$ cat src/rtl/pipe_stage_reg.sv
// rtl/pipe_stage_reg.sv - two-entry skid pipeline register with flush
// Optional stall performance counter enabled by defining PIPE_STAGE_PERF_EN.
module pipe_stage_reg #(
  parameter int DATA_WIDTH = 80,
  parameter int CTRL_WIDTH = 43,
  parameter int DEST_WIDTH = 3
) (
  input  logic                  clk,
  input  logic                  reset,
  input  logic                  flush,
  input  logic                  in_valid,
  output logic                  in_ready,
  input  logic [DATA_WIDTH-1:0] in_data,
  input  logic [CTRL_WIDTH-1:0] in_ctrl,
  input  logic [DEST_WIDTH-1:0] in_dest,
  output logic                  out_valid,
  input  logic                  out_ready,
  output logic [DATA_WIDTH-1:0] out_data,
  output logic [CTRL_WIDTH-1:0] out_ctrl,
  output logic [DEST_WIDTH-1:0] out_dest,
  output logic [15:0]           stall_count
);

  typedef enum logic [1:0] {S_EMPTY, S_ONE, S_FULL} state_t;

  state_t                r_state;
  state_t                w_state_nxt;
  logic [DATA_WIDTH-1:0] r_main_data;
  logic [CTRL_WIDTH-1:0] r_main_ctrl;
  logic [DEST_WIDTH-1:0] r_main_dest;
  logic [DATA_WIDTH-1:0] r_skid_data;
  logic [CTRL_WIDTH-1:0] r_skid_ctrl;
  logic [DEST_WIDTH-1:0] r_skid_dest;
  logic                  w_accept;
  logic                  w_consume;
  logic                  w_load_main;
  logic                  w_load_skid;
  logic                  w_main_from_skid;

  // in_ready is a pure decode of the state register, never of out_ready
  assign in_ready  = (r_state != S_FULL);
  assign out_valid = (r_state != S_EMPTY);
  assign w_accept  = in_valid && in_ready;
  assign w_consume = out_valid && out_ready;

  always_comb begin
    w_state_nxt      = r_state;
    w_load_main      = 1'b0;
    w_load_skid      = 1'b0;
    w_main_from_skid = 1'b0;
    case (r_state)
      S_EMPTY: begin
        if (w_accept) begin
          w_state_nxt = S_ONE;
          w_load_main = 1'b1;
        end
      end
      S_ONE: begin
        if (w_accept && w_consume) begin
          w_load_main = 1'b1;
        end else if (w_accept) begin
          w_state_nxt = S_FULL;
          w_load_skid = 1'b1;
        end else if (w_consume) begin
          w_state_nxt = S_EMPTY;
        end
      end
      S_FULL: begin
        if (w_consume) begin
          w_state_nxt      = S_ONE;
          w_main_from_skid = 1'b1;
        end
      end
      default: w_state_nxt = S_EMPTY;
    endcase
    if (flush) begin
      w_state_nxt      = S_EMPTY;
      w_load_main      = 1'b0;
      w_load_skid      = 1'b0;
      w_main_from_skid = 1'b0;
    end
  end

  always_ff @(posedge clk) begin
    if (reset) begin
      r_state     <= S_EMPTY;
      r_main_data <= '0;
      r_main_ctrl <= '0;
      r_main_dest <= '0;
      r_skid_data <= '0;
      r_skid_ctrl <= '0;
      r_skid_dest <= '0;
    end else begin
      r_state <= w_state_nxt;
      if (w_load_main) begin
        r_main_data <= in_data;
        r_main_ctrl <= in_ctrl;
        r_main_dest <= in_dest;
      end else if (w_main_from_skid) begin
        r_main_data <= r_skid_data;
        r_main_ctrl <= r_skid_ctrl;
        r_main_dest <= r_skid_dest;
      end
      if (w_load_skid) begin
        r_skid_data <= in_data;
        r_skid_ctrl <= in_ctrl;
        r_skid_dest <= in_dest;
      end
    end
  end

  // Control and destination are squashed when empty so a bubble never writes back
  assign out_data = r_main_data;
  assign out_ctrl = out_valid ? r_main_ctrl : '0;
  assign out_dest = out_valid ? r_main_dest : '0;

`ifdef PIPE_STAGE_PERF_EN
  logic [15:0] r_stall_count;

  always_ff @(posedge clk) begin
    if (reset) begin
      r_stall_count <= 16'd0;
    end else if (out_valid && !out_ready && !flush && (r_stall_count != 16'hFFFF)) begin
      r_stall_count <= r_stall_count + 16'd1;
    end
  end

  assign stall_count = r_stall_count;
`else
  assign stall_count = 16'd0;
`endif

endmodule
$ cat config.mk
export PLATFORM = sky130hd
export DESIGN_NAME = pipe_stage_reg
export DESIGN_NICKNAME = d
export VERILOG_FILES = /design/src/rtl/pipe_stage_reg.sv
export SDC_FILE = /design/constraint.sdc
export NUM_CORES = 1
export LEC_CHECK = 0
export BUFFER_PORTS_ARGS = -buffer_cell sky130_fd_sc_hd__buf_4
export CELL_PAD_IN_SITES_DETAIL_PLACEMENT = 0
export CELL_PAD_IN_SITES_GLOBAL_PLACEMENT = 2
export CORE_MARGIN = 4
export CORE_UTILIZATION = 30
export CTS_BUF_LIST = sky130_fd_sc_hd__clkbuf_4 sky130_fd_sc_hd__clkbuf_8
export DETAILED_ROUTE_END_ITERATION = 10
export PLACE_DENSITY = 0.82
export SLEW_MARGIN = 20
export SYNTH_ARGS = -nofsm -noshare
export SYNTH_HDL_FRONTEND = slang
export SYNTH_SLANG_ARGS = --single-unit
$ cat constraint.sdc
create_clock -name clk -period 2.15 [get_ports clk]
set_input_delay 0.3225 -clock clk [delete_from_list [all_inputs] [get_ports clk]]
set_output_delay 0.3225 -clock clk [all_outputs]
set_load 0.01 [all_outputs]
Word level (Yosys, flattened, before mapping):

Cells that the tools add are included.
W data, S select, Z words.

* register bits after elaboration: 254
* logic and storage cells: 46
* input bits: 131

* reductions and logical operators: 8
* equality and inequality tests: 7
* mux-type cells: 24

Operator list (count)
* $mux W80: 2
* $mux W43: 3
* $mux W2: 5
* $mux W1: 9
* $mux W3: 3
* $ne A2 B2 Y1 const B: 4
* $pmux W2 S3: 1
* $reduce_and A4 Y1: 1
* $reduce_bool A2 Y1: 2
* $logic_and A1 B1 Y1: 3
* $ne A3 B3 Y1 const B: 1
* $eq A2 B1 Y1 const B: 1
* $eq A2 B2 Y1 const B: 1
* $logic_not A2 Y1: 1
* $pmux W1 S2: 1
* $reduce_or A2 Y1: 1

Depth between registers and ports, before layout:

* depth in word-level cells: 7
* mapped depth: 7
* depth with buffers taken out: 3

Worst setup path after synthesis:

No wires, ideal clock.

* path type: register to output
* from: register r_state[1]
* to: output out_ctrl[10]
* cell stages (with the launch flop): 6
* arrival: 1.209 ns
* slack: 0.619 ns
* path through: dfxtp_1 buf_6 nor2_1 clkbuf_1 clkbuf_1 nor2b_1

* word-level cells in the longest chain between the ends: 2

RTL lines
* from (decl): RTL line 26 `state_t r_state;`
* from (signal assigned): RTL line 94 `r_state <= w_state_nxt;`
* $reduce_bool A2 Y1: RTL line 42 `assign out_valid = (r_state != S_EMPTY);`
* $mux W43: RTL line 114 `assign out_ctrl = out_valid ? r_main_ctrl : '0;`
* to (decl): RTL line 19 `output logic [CTRL_WIDTH-1:0] out_ctrl,`

No other way between the ends.

Worst setup path after layout:

* from: register r_state[1]
* to: output out_ctrl[33]

The elaborated chain is that of the path after synthesis.

==> results.yml <==
drt:
  detail_route.wl_per_cell_um: 17.3
  vias: 11328
  final_antenna_net_count: 0
  route.detailed.drc: 0
  wl_um: 39200
  initialDrtViolationCount: 719
  drtPass1Iterations: 4
  vias_per_cell: 5.01
timing:
  setup_viol_count_final: 0
  finalHoldViolCount: 0
  setup-tns-final_ps: 0
  finalHoldWorstSlack_ps: 121
  maxSlewViolCount: 0
  rsz0062_at_grt: "no"
  fin_worst_skew_ps: 9.71
  min_period_over_period_pct: 93.0
  slew_headroom_pct: 50.4
  max_clock_freq_mhz: 500
  tightest_slew_ps: 744
  min_period_ps: 2000
clock_network:
  post_cts_buffers: 0
  cts_tree: "yes"
  clk_latency_ps: 600
  h-tree-depth: 2
  clock_sinks: 254
  clockBufferDepth: 3
  root_buffer: "clkbuf_8"
  clk_pin_slew_ps: 60
  cts_buffers: 48
power:
  power_density_nw_per_um2: 707
  total_power_mw: 11.8
  vdd_drop_max_mv: 0.433
  p_leak_nw: 6.06
floorplan:
  die_height_um: 208
  num_io_pins: 275
  die-area_um2: 43400
  floorplan.initialDensity_pct: 30.3
  die_w_um: 208
  num_rows: 73
  core-area_um2: 39700
grt:
  grt_usage_pct: 17.2
  globalRoute.totalOverflow: 0
  grt_util_met3_pct: 3.75
  grt_pass1_wl_um: 62600
  busiest_layer: "met2"
  grt_pass1_vias: 11269
  grt_max_degree: 127
  antenna_found_initial: 1
  met1_usage_pct: 23.1
  use_met2_pct: 27.6
placed_design:
  dpl.cell_count: 2045
  dp_hpwl_um: 23100
  io_buffers: 258
  gp_congestion: 0.727
setup_path:
  cp-start-kind: "flop"
  arrival_ps: 1680
  cp_max_fo: 15
  crit_required_ps: 1830
  cp-end-kind: "output port"
  worst-setup-path-type: "reg -> out"
run:
  cap_violations: 0
status:
  status: "finished clean"
logic_synthesis:
  synthCells: 1377
  yosysUniqueCellTypes: 32
  yosys_warnings: 0
  synth-seq-cells: 254
  avgSynthCellArea_um2: 8.75
  syn-cell-area_um2: 12100
  seq_area_frac_synth_pct: 42.2
final_layout:
  drive_gt1_share_pct: 32.9
  final_common_cell: "buf_4"
  synthToLayoutAreaGrowth_pct: 38.7
  seqCellArea_um2: 5090
  fin_cells: 2260
  fin_nets: 1829
  multiInputGateArea_um2: 6010
  n_fill_cell: 3980
  layout_common_cells: "275 x buf_4, 253 x nand2_1, 252 x dfxtp_1"
hold_path:
  hold_class: "in -> reg"
-- metal layers --
layer,vias up,part of all wire [%],wire length [um]
met2,309,46,18200
met5,-,0,0
met1,5424,46,17900
met4,0,2.0,792
li1,5536,-,-
met3,59,5.8,2260
-- layout make-up --
class,count,area share [%]
Multi-Input combinational cell,962,35.9
Sequential cell,254,30.5
Timing Repair Buffer,431,23.3
Clock buffer,81,6.07
Tap cell,525,3.93
Clock inverter,5,0.329
Inverter,1,0.0225
Antenna cell,1,0.0150
-- logic make-up (layout without fill, tap and decap cells) --
kind of cell / count (synthesis) / count (layout) / synth area share (%)
AO/OA/AOI/OAI: 381 / 381 / 22.1
buffers and inverters: 176 / 518 / 8.93
flip-flops: 254 / 254 / 42.2
multiplexers: 1 / 1 / 0.0831
other: 1 / 17 / 0.0311
AND/OR/NAND/NOR: 564 / 564 / 26.7
-- stage by stage --
stage	cell area [um2]	worst slack, ps	utilization (%)
floorplan	12100	619	-
detailed placement	14300	202	36.1
global placement	14300	302	36.1
global route	16700	24.7	42.1
finish	16700	150	42.1
CTS	16700	-1.98	42.1
-- state kept, by name, indices dropped and copies added (netlist names) --
| register | cells |
|---|---|
| out_data | 80 |
| r_main_ctrl | 43 |
| r_main_dest | 3 |
| r_skid_ctrl | 43 |
| r_skid_data | 80 |
| r_skid_dest | 3 |
| r_state | 2 |
-- power breakdown --
part | internal (mW) | leakage, nW | switching, mW
sequential | 4.90 | 2.07 | 0.112
combinational | 0.773 | 3.43 | 0.846
clock | 3.07 | 0.563 | 2.12
-- worst paths after layout --
path / startpoint / end / slack (ps) / cells past startpoint
min reg2reg: r_skid_dest[2]$_SDFFE_PP0P_ / r_skid_dest[2]$_SDFFE_PP0P_ / 460 / 2
min: in_valid / r_state[0]$_SDFFE_PP0P_ / 120 / 4
max reg2reg: r_state[1]$_SDFFE_PP0P_ / out_data[5]$_SDFFE_PP0P_ / 330 / 5
max: r_state[1]$_SDFFE_PP0P_ / out_ctrl[33] / 150 / 4
-- synthesized netlist by cell type --
| library cell | n | share of area, % |
|---|---|---|
| a21oi_1 | 127 | 5.3 |
| a311oi_1 | 86 | 6.3 |
| buf_12 | 1 | 0.17 |
| buf_4 | 28 | 1.7 |
| nand3b_1 | 1 | 0.062 |
| nand4bb_1 | 1 | 0.093 |
| nand2_1 | 253 | 7.9 |
| o21ai_2 | 6 | 0.44 |
| buf_6 | 33 | 3.1 |
| o21ai_0 | 70 | 2.9 |
| or3b_2 | 1 | 0.073 |
| nor2b_1 | 47 | 2.4 |
| a2111oi_0 | 1 | 0.073 |
| nand2_4 | 1 | 0.093 |
| nand3_1 | 126 | 5.2 |
| clkbuf_1 | 73 | 2.3 |
| o21a_1 | 1 | 0.062 |
| buf_1 | 3 | 0.093 |
| o21ai_1 | 50 | 2.1 |
| nor3b_1 | 1 | 0.062 |
| mux2i_1 | 1 | 0.083 |
| dfxtp_1 | 254 | 42 |
| nor2_1 | 3 | 0.093 |
| conb_1 | 1 | 0.031 |
| nand2b_1 | 2 | 0.10 |
| buf_2 | 37 | 1.5 |
| or3b_1 | 1 | 0.073 |
| nor3_1 | 2 | 0.083 |
| nor3_2 | 124 | 10 |
| inv_1 | 1 | 0.031 |
| and4bb_1 | 1 | 0.10 |
| a311oi_2 | 40 | 5.0 |
-- what timing repair did --
action,CTS,global route
hold buffers,128,0
gates resized for setup,5,3
setup endpoints to repair,45,6
endpoints found under the hold margin,128,0
-- worst max-delay path: stages (launching register included) --
cell	delay (ps)
dfxtp_4	390
nor2_4	210
buf_6	220
nor2b_1	100
buf_4	150
No activity file was read; power rests on OpenSTA's default activity.
